--- config.mk ---
export PLATFORM = sky130hd
export DESIGN_NAME = cordic_vec_seq_flat
export DESIGN_NICKNAME = d
export VERILOG_FILES = /design/src/rtl/cordic_vec_seq_pkg.sv /design/src/rtl/cordic_vec_seq_if.sv /design/src/rtl/cordic_vec_seq_step.sv /design/src/rtl/cordic_vec_seq.sv /design/src/flat_wrapper.sv
export SDC_FILE = /design/constraint.sdc
export NUM_CORES = 1
export LEC_CHECK = 0
export CORE_MARGIN = 2
export CORE_UTILIZATION = 60
export DETAILED_ROUTE_END_ITERATION = 10
export GPL_TIMING_DRIVEN = 1
export PLACE_DENSITY = 0.84
export SYNTH_ARGS = -nofsm -noshare
export SYNTH_HDL_FRONTEND = slang
export SYNTH_SLANG_ARGS = --single-unit
--- constraint.sdc ---
create_clock -name clk -period 6.1 [get_ports clk]
set_clock_uncertainty 0.05 [all_clocks]
set_input_delay 0.61 -clock clk [delete_from_list [all_inputs] [get_ports clk]]
set_output_delay 0.61 -clock clk [all_outputs]
set_load 0.005 [all_outputs]
--- src/rtl/cordic_vec_seq_pkg.sv ---
// cordic_vec_seq_pkg
//   Shared definitions for the iterative CORDIC vectoring engine:
//   data widths, iteration count, the pi/2 phase constant, the
//   arctangent table, and the FSM state encoding.
//   Phase units: 2^(PHASE_WIDTH-1) represents pi.
package cordic_vec_seq_pkg;

  localparam int WORD_WIDTH         = 16;
  localparam int PHASE_WIDTH        = 16;
  localparam int ITERATION_WIDTH    = 4;
  localparam int DEFAULT_ITERATIONS = 12;

  typedef logic signed [WORD_WIDTH-1:0]  word_t;
  typedef logic signed [PHASE_WIDTH-1:0] phase_t;
  typedef logic [ITERATION_WIDTH-1:0]    iter_t;

  localparam phase_t PHASE_HALF_PI = phase_t'(1) <<< (PHASE_WIDTH - 2);

  // round(atan(2^-i) * 2^(PHASE_WIDTH-1) / pi), i = 0..15
  localparam phase_t ATAN_TABLE [16] = '{
    16'sd8192, 16'sd4836, 16'sd2555, 16'sd1297,
    16'sd651,  16'sd326,  16'sd163,  16'sd81,
    16'sd41,   16'sd20,   16'sd10,   16'sd5,
    16'sd3,    16'sd1,    16'sd1,    16'sd0
  };

  typedef enum logic [1:0] {
    ST_IDLE   = 2'd0,
    ST_ROTATE = 2'd1,
    ST_DONE   = 2'd2
  } state_t;

  function automatic phase_t atan_lookup(input iter_t idx);
    return ATAN_TABLE[idx];
  endfunction

endpackage

--- src/rtl/cordic_vec_seq_if.sv ---
// cordic_vec_seq_if
//   Sample-in / result-out handshake bundle for cordic_vec_seq.
//   master: the producer/consumer side (drives samples, accepts results)
//   slave : the engine side
//   Signals: in_valid/in_ready/x_in/y_in, out_valid/out_ready/x_out/
//            y_out/z_out, busy
interface cordic_vec_seq_if;
  import cordic_vec_seq_pkg::*;

  logic   in_valid;
  logic   in_ready;
  word_t  x_in;
  word_t  y_in;
  logic   out_valid;
  logic   out_ready;
  word_t  x_out;
  word_t  y_out;
  phase_t z_out;
  logic   busy;

  modport master (
    output in_valid, x_in, y_in, out_ready,
    input  in_ready, out_valid, x_out, y_out, z_out, busy
  );

  modport slave (
    input  in_valid, x_in, y_in, out_ready,
    output in_ready, out_valid, x_out, y_out, z_out, busy
  );

endinterface

--- src/rtl/cordic_vec_seq_step.sv ---
// cordic_vec_step
//   One combinational CORDIC vectoring micro-rotation.
//   Ports: x_cur/y_cur/z_cur  current vector and angle
//          shift             micro-rotation index (shift amount)
//          atan              arctangent constant for this index
//          x_nxt/y_nxt/z_nxt rotated vector and accumulated angle
//   Drives y toward zero; y == 0 leaves everything unchanged.
module cordic_vec_step
  import cordic_vec_seq_pkg::*;
(
  input  word_t  x_cur,
  input  word_t  y_cur,
  input  phase_t z_cur,
  input  iter_t  shift,
  input  phase_t atan,
  output word_t  x_nxt,
  output word_t  y_nxt,
  output phase_t z_nxt
);

  word_t x_sh;
  word_t y_sh;
  logic  y_pos;
  logic  y_neg;

  assign x_sh  = x_cur >>> shift;
  assign y_sh  = y_cur >>> shift;
  assign y_neg = y_cur[WORD_WIDTH-1];
  assign y_pos = !y_neg && (y_cur != '0);

  // Both updates use the pre-step x and y; sums wrap at word width.
  always_comb begin
    x_nxt = x_cur;
    y_nxt = y_cur;
    z_nxt = z_cur;
    if (y_pos) begin
      x_nxt = x_cur + y_sh;
      y_nxt = y_cur - x_sh;
      z_nxt = z_cur + atan;
    end else if (y_neg) begin
      x_nxt = x_cur - y_sh;
      y_nxt = y_cur + x_sh;
      z_nxt = z_cur - atan;
    end
  end

endmodule

--- src/rtl/cordic_vec_seq.sv ---
// cordic_vec_seq
//   Iterative CORDIC vectoring engine: one shared micro-rotation reused
//   for ITERATIONS cycles per sample. Returns gain-scaled magnitude
//   (x_out), residual (y_out) and angle (z_out).
//   Ports: clk, rst (synchronous, active-high),
//          bus (cordic_vec_seq_if.slave): sample in, result out, busy.
//
//   state   | meaning
//   --------+-----------------------------------------------------
//   IDLE    | in_ready=1, waiting for a sample
//   ROTATE  | one micro-rotation per cycle, counter 0..ITERATIONS-1
//   DONE    | out_valid=1, result held until out_ready
module cordic_vec_seq
  import cordic_vec_seq_pkg::*;
#(
  parameter int ITERATIONS = DEFAULT_ITERATIONS
) (
  input  logic                   clk,
  input  logic                   rst,
  cordic_vec_seq_if.slave        bus
);

  localparam iter_t ITER_LAST = iter_t'(ITERATIONS - 1);

  state_t state;
  iter_t  iter;
  word_t  x_r;
  word_t  y_r;
  phase_t z_r;
  logic   in_ready_r;
  logic   out_valid_r;
  logic   busy_r;

  word_t  x_nxt;
  word_t  y_nxt;
  phase_t z_nxt;

  cordic_vec_step u_step (
    .x_cur (x_r),
    .y_cur (y_r),
    .z_cur (z_r),
    .shift (iter),
    .atan  (atan_lookup(iter)),
    .x_nxt (x_nxt),
    .y_nxt (y_nxt),
    .z_nxt (z_nxt)
  );

  always_ff @(posedge clk) begin
    if (rst) begin
      state       <= ST_IDLE;
      iter        <= '0;
      x_r         <= '0;
      y_r         <= '0;
      z_r         <= '0;
      in_ready_r  <= 1'b1;
      out_valid_r <= 1'b0;
      busy_r      <= 1'b0;
    end else begin
      case (state)
        ST_IDLE: begin
          if (bus.in_valid) begin
            // Fold left half-plane into the right half so the
            // micro-rotations only need to cover +/- pi/2.
            if (!bus.x_in[WORD_WIDTH-1]) begin
              x_r <= bus.x_in;
              y_r <= bus.y_in;
              z_r <= '0;
            end else if (!bus.y_in[WORD_WIDTH-1]) begin
              x_r <= bus.y_in;
              y_r <= -bus.x_in;
              z_r <= PHASE_HALF_PI;
            end else begin
              x_r <= -bus.y_in;
              y_r <= bus.x_in;
              z_r <= -PHASE_HALF_PI;
            end
            iter       <= '0;
            state      <= ST_ROTATE;
            in_ready_r <= 1'b0;
            busy_r     <= 1'b1;
          end
        end
        ST_ROTATE: begin
          x_r <= x_nxt;
          y_r <= y_nxt;
          z_r <= z_nxt;
          if (iter == ITER_LAST) begin
            state       <= ST_DONE;
            out_valid_r <= 1'b1;
          end else begin
            iter <= iter + 1'b1;
          end
        end
        ST_DONE: begin
          if (bus.out_ready) begin
            state       <= ST_IDLE;
            out_valid_r <= 1'b0;
            busy_r      <= 1'b0;
            in_ready_r  <= 1'b1;
          end
        end
        default: begin
          state       <= ST_IDLE;
          in_ready_r  <= 1'b1;
          out_valid_r <= 1'b0;
          busy_r      <= 1'b0;
        end
      endcase
    end
  end

  assign bus.in_ready  = in_ready_r;
  assign bus.out_valid = out_valid_r;
  assign bus.busy      = busy_r;
  assign bus.x_out     = x_r;
  assign bus.y_out     = y_r;
  assign bus.z_out     = z_r;

endmodule

--- src/flat_wrapper.sv ---
// flat-port wrapper written by rule: the top's interface ports become plain ports
module cordic_vec_seq_flat import cordic_vec_seq_pkg::*;
#(
  parameter int ITERATIONS = DEFAULT_ITERATIONS
)
  (clk, rst, bus_in_valid, bus_x_in, bus_y_in, bus_out_ready, bus_in_ready, bus_out_valid, bus_x_out, bus_y_out, bus_z_out, bus_busy);
  cordic_vec_seq_if bus_i ();
  input  logic clk;
  input  logic rst;
  input wire logic [$bits(bus_i.in_valid)-1:0] bus_in_valid;
  input wire logic [$bits(bus_i.x_in)-1:0] bus_x_in;
  input wire logic [$bits(bus_i.y_in)-1:0] bus_y_in;
  input wire logic [$bits(bus_i.out_ready)-1:0] bus_out_ready;
  output wire logic [$bits(bus_i.in_ready)-1:0] bus_in_ready;
  output wire logic [$bits(bus_i.out_valid)-1:0] bus_out_valid;
  output wire logic [$bits(bus_i.x_out)-1:0] bus_x_out;
  output wire logic [$bits(bus_i.y_out)-1:0] bus_y_out;
  output wire logic [$bits(bus_i.z_out)-1:0] bus_z_out;
  output wire logic [$bits(bus_i.busy)-1:0] bus_busy;
  assign bus_i.in_valid = bus_in_valid;
  assign bus_i.x_in = bus_x_in;
  assign bus_i.y_in = bus_y_in;
  assign bus_i.out_ready = bus_out_ready;
  assign bus_in_ready = bus_i.in_ready;
  assign bus_out_valid = bus_i.out_valid;
  assign bus_x_out = bus_i.x_out;
  assign bus_y_out = bus_i.y_out;
  assign bus_z_out = bus_i.z_out;
  assign bus_busy = bus_i.busy;
  cordic_vec_seq #(.ITERATIONS(ITERATIONS)) u_core (.clk(clk), .rst(rst), .bus(bus_i));
endmodule
==> reports/qor.yml <==
cts_num_sinks: 57
synth_edf_count: 0
worstPathCellList: "buf_4, mux2i_1, nor2_1, nor2_1, ha_1, nand2b_1, nor3_1, o21ai_0, a2bb2oi_1, o32ai_1, ha_1, and3_1, a31oi_1, a211oi_1, nand2_1, o22ai_1, mux2i_1, a21oi_1, nor3_1"
initial_core_util_pct: 61.3
grt_start_max_net_pins: 63
startpoint_type: "flop"
final_area_mm2: 0.00975
clock_latency_ns: 0.36
finalMaxSlewViolations: 0
powerDensity_mw_per_mm2: 279
yosys-top-cells-area: "dfxtp_1 13%, ha_1 12%, a21oi_1 7.2%, nor2_1 6.6%, xnor2_1 5.7%"
setup-tns-final_ns: 0
gp_congestion: 1.04
power.clock.fraction_pct: 21.4
rows: 43
synth_seq_area_share_pct: 13.4
globalRouteTotalUtil_pct: 37.5
yosys-top-cells-count: "149 x nor2_1, 122 x a21oi_1, 93 x nand2_1, 80 x ha_1, 66 x o21ai_0"
drt-pass1-iter-count: 6
setup_viol: 0
drv_cap: 0
r2r_cells: 19
grt_overflow_total: 0
nNetsFinal: 1341
crit_required_ns: 6.34
nFillCells: 1184
routed_wl_mm: 28.4
max_stage_delay_ns: 1.09
syn_to_final_growth_pct: 14.6
power.internal_uw: 1490
yosys_warnings: 0
die_area_mm2: 0.0152
min_delay_path_depth: 2
initialDrtViolationCount: 1083
cp_data_arrival_time_ns: 5.81
synth_most_common_cell: "nor2_1"
io_pins: 87
synth_top_flop_cell: "dfxtp_1"
cts_resized: 0
ctsLongestPathBuffers: 2
critPathMaxFanout: 29
p_total_uw: 2730
rsz0062_at_grt: "no"
final_antenna_net_count: 0
grt_pass1_wl_mm: 43.9
end_kind: "flop"
combPwrFrac_pct: 59.1
vias_per_cell: 6.65
fmax_mhz: 179
portBuffers: 86
path_class: "reg -> reg"
max_slew.worst_pin.slew_ns: 1.17
synth_top_area_cell: "dfxtp_1"
ys_ff_latch: 57
die_h_um: 123
seq_power_share_pct: 19.6
drc_errors: 0
dpl-instance-area_mm2: 0.00943
cts_max_level: 3
vias: 9356
netlist.area_leader.share_pct: 13.4
p_sw_share_pct: 45.4
ctsRootBufferMaster: "clkbuf_16"
drive_gt1_share_pct: 6.69
syn_inst: 1181
synth_async_sr_flop_share_pct: 0
irDropWorstVdd_mv: 0.199
cp_slowest_cell: "dfxtp_1"
antenna_found_initial: 0
syn_area_mm2: 0.00851
clkTransAtPathRegs_ns: 0.06
grt_pass1_vias: 8073
yosysUniqueCellTypes: 77
fin_crit_ns: 5.57
cts_tree: "built"
power_switching_uw: 1240
max_slew_margin_pct: 21.8
outcome: "finished, final reports clean"
core_mm2: 0.0139
cts_setup_buffers: 0
synth_nets: 1301
die_width_um: 123
cts_buffers: 9
hp-class: "reg -> reg"
avgSynthCellArea_um2: 7.21
min_period_over_period_pct: 91.4
routedWlPerCell_um: 20.2
antennaDiodeCount: 0
holdBufCountCts: 0
post-dp-hpwl_mm: 20.7
hold_ws_ns: 0.436
leakagePower_uw: 0.00404
final-hold-violation-count: 0
## path summary, 6_finish.rpt
path | to | from | slack (ns)
setup / recovery | u_core.bus.z_out[15] | u_core.iter[2] | 0.53
hold / removal | u_core.bus.z_out[6] | u_core.bus.z_out[6] | 0.44
setup reg to reg | u_core.bus.z_out[15] | u_core.iter[2] | 0.53
hold reg to reg | u_core.bus.z_out[6] | u_core.bus.z_out[6] | 0.44
## state kept, by name, summed over array words and instances, names as in the netlist
signal	count
u_core.state	2
u_core.iter	4
u_core.bus.out_valid	1
u_core.bus.z_out	16
u_core.bus.x_out	16
u_core.bus.y_out	16
u_core.bus.in_ready	1
u_core.bus.busy	1
## critical path, delay by kind of cell (launching register included)
kind	cells	cell delay, ns
flops	1	1.09
buf+inv	1	0.37
compound gates	7	1.43
simple gates	7	1.46
mux	2	0.53
fa+ha+maj	2	0.57
## per-stage QoR
| stage | cells | utilization (%) | worst slack (ns) |
|---|---|---|---|
| after CTS | 1406 | 70.3 | 0.646 |
| after global routing | 1406 | 70.3 | 0.0938 |
| after global placement | 1390 | 67.9 | 0.919 |
| after floorplan | 1181 | - | 1.49 |
| after detailed placement | 1390 | 67.9 | 0.724 |
| final | 1406 | 70.3 | 0.525 |
## power groups by stage
| stage | registers (µW) | clock network (µW) | logic, µW |
|---|---|---|---|
| final | 533 | 582 | 1610 |
| after global routing | 538 | 598 | 1750 |
| after CTS | 527 | 581 | 1570 |
| after detailed placement | 534 | 0 | 1540 |
| after global placement | 534 | 0 | 1530 |
| after floorplan | 488 | 0 | 1150 |
## cell usage in the layout (no fill, tap or decap), drive strengths merged, types with 42 or more instances in the layout
master / instances
a211oi: 42
a21oi: 122
clkdlybuf4s50: 84
dfxtp: 57
ha: 80
inv: 52
nand2: 93
nor2: 150
nor3: 43
o21ai: 68
xnor2: 55
## kinds of logic after synthesis
family	share of synthesized area, %
buf+inv	5.90
compound gates	27.0
fa+ha+maj	12.7
mux	10.5
simple gates	21.7
flops	13.4
xor+xnor	8.85
## layout make-up
type	instances	area (µm²)	area share, %
inverter	51	191	1.96
sequential	57	1140	11.7
multi-input combinational	997	6870	70.4
tap	180	225	2.31
timing repair buffer	105	993	10.2
clock inverter	7	104	1.06
clock buffer	9	225	2.31
## per-layer routing
metal  routed length, µm  up-vias  global-route usage (%)
li1                    -     4349                       -
met1               12000     4353                    52.2
met2               12200      575                    56.8
met3                3240       79                    8.49
met4                 969        0                    13.7
met5                   0        -                       0
Power figures use the tool's default switching activity.
==> RTL change: new RTL, config.mk and constraints unchanged <==
The package constant `WORD_WIDTH` goes from 16 to 24.
--- a/src/rtl/cordic_vec_seq_pkg.sv
+++ b/src/rtl/cordic_vec_seq_pkg.sv
@@ -7,3 +7,3 @@
 
-  localparam int WORD_WIDTH         = 16;
+  localparam int WORD_WIDTH         = 24;
   localparam int PHASE_WIDTH        = 16;
Interface: changed (resized bus_x_in, bus_x_out, bus_y_in and bus_y_out); port bits go from 87 to 119. The function was not compared with the original's and may differ.
==> RTL change against the original RTL <==
- design area grew 41%
- sequential share of layout area fell by 1.1 points
- sequential cell count is 16 higher
- worst setup slack got worse by 0.12 ns
- synthesized area increased by 42%
- maximum frequency down 2.1%
- clock power rose by 8.8%
- power up 27%
- first-iteration DRC count grew 35%
- via count is 44% higher
- wire length rose by 55%
- critical path type unchanged
- largest cell class unchanged
==> RTL change: results (changes against the original RTL) <==
Power
  – Worst VDD drop: 0.000165 V (was 0.000199 V)
  – Leakage: 0.00576 uW (was 0.00404 uW)

Logic synthesis
  – Synth area leaders: dfxtp_1, ha_1, a21oi_1, xnor2_1, nor2_1 (was dfxtp_1, ha_1, a21oi_1, nor2_1, xnor2_1)
  – Top cells by count, synth: nor2_1, a21oi_1, nand2_1, ha_1, o21ai_0 (unchanged)
  – Number of distinct library cells after synthesis: 89 (was 77)
  – Mapped Nets: 1847 (was 1301)
  – Synth Instances: 1690 (was 1181)
  – Sequential share of the synthesized area: 12.1% (was 13.4%)

Timing
  – Actual slew at the worst max-slew pin: 1.09 ns (was 1.17 ns)
  – Worst hold slack: 0.442 ns (was 0.436 ns)
  – Final min period: 5.69 ns (was 5.57 ns)

Setup path
  – CP Max Fanout: 20 (was 29)
  – Slowest cell on crit path: mux4_2 (was dfxtp_1)
  – Crit-path max cell delay: 0.61 ns (was 1.09 ns)
  – R2r setup slk: 0.41 ns (was 0.53 ns)
  – Worst r2r src: u_core.iter[1]$_SDFFE_PP0P_ (was u_core.iter[2]$_SDFFE_PP0P_)
  – Crit path capture: u_core.bus.x_out[23]$_SDFFE_PP0P_ (was u_core.bus.z_out[15]$_SDFFE_PP0P_)
  – Worst EP arrival: 5.89 ns (was 5.81 ns)

Place
  – Gpl congestion: 1.09 (was 1.04)
  – Port bufs: 118 (was 86)
  – DP Area: 13500 sq um (was 9430 sq um)
  – Place WS: 0.463 ns (was 0.724 ns)
  – DP Wirelength: 33900 microns (was 20700 microns)

Cells and area
  – Final Non-Filler Cells: 2021 (was 1406)
  – Nets: 1908 (was 1341)
  – Layout cell share with drive strength beyond 1: 7.52% (was 6.69%)

Outcome
  – Status: finished clean (unchanged)

Hold path
  – Hold path endpoint: u_core.bus.z_out[9]$_SDFFE_PP0P_ (was u_core.bus.z_out[6]$_SDFFE_PP0P_)

Detailed routing
  – Vias: 13.5k (was 9356)
  – Final wirelength: 44000 microns (was 28400 microns)
  – DRT Pass-1 Iters: 6 (unchanged)

Global route
  – Global-route wire length before repair: 68000 microns (was 43900 microns)
  – GRT Overall Usage: 40.1% (was 37.5%)
  – Vias in the first global route: 12.1k (was 8073)
  – Largest net degree at the start of global routing: 52 (was 63)
  – Initial antenna violation count: 1 (was 0)

Clock network
  – Worst skew pair latency: 0.36 ns (about the same)
  – Num CTS Buffers: 9 (unchanged)
  – Post-cts resize count: 0 (unchanged)
[RTL change: cell count changes after synthesis, moves of 21 or more]
cell      change
clkbuf_1     +23
nand3_1      +22
o21ai_0      +23
a211oi_1     +27
a21oi_1      +58
xnor2_1      +32
ha_1         +21
nand2_1      +70
nor2_1       +41
inv_1        +22
[RTL change: per-layer routing]
| metal | GRT usage (%) | wire length, microns | vias to the layer above |
|---|---|---|---|
| met5 | 0 | 12 | - |
| met4 | 16.9 | 1870 | 2 |
| met3 | 8.93 | 4890 | 129 |
| met2 | 61.1 | 19100 | 781 |
| met1 | 54.6 | 18100 | 6261 |
| li1 | - | - | 6289 |
[RTL change: cell type report]
cell class                 instances  area, sq um
clock inverter                     6         95.1
sequential                        73         1470
clock buffer                      10          239
multi-input combinational       1431         9880
inverter                          74          278
fill                            1693         5790
timing repair buffer             162         1510
tap                              265          332
[RTL change: where the power goes]
part / switching [uW] / total (uW) / internal (uW)
Clock: 257 / 633 / 376
Combinational: 1250 / 2170 / 919
Sequential: 122 / 653 / 531
Total: 1630 / 3460 / 1830
[RTL change: worst max-delay path, delay by kind of cell (launching register included)]
family | cells | cell delay, ns
buf+inv | 3 | 0.25
flops | 1 | 0.54
simple gates | 2 | 0.26
xor+xnor | 2 | 0.45
mux | 2 | 1.14
fa+ha+maj | 2 | 0.53
compound gates | 8 | 2.34
[RTL change: logic make-up (layout without fill, tap and decap cells)]
logic type	Yosys count	in the layout	share of synthesized area (%)
AND/OR/NAND/NOR	572	572	22.2
AO/OA/AOI/OAI	539	539	28.9
buffers and inverters	186	252	6.25
XOR/XNOR	135	135	9.85
adder cells (fa/ha/maj)	105	105	11.1
multiplexers	80	80	9.61
flip-flops	73	73	12.1
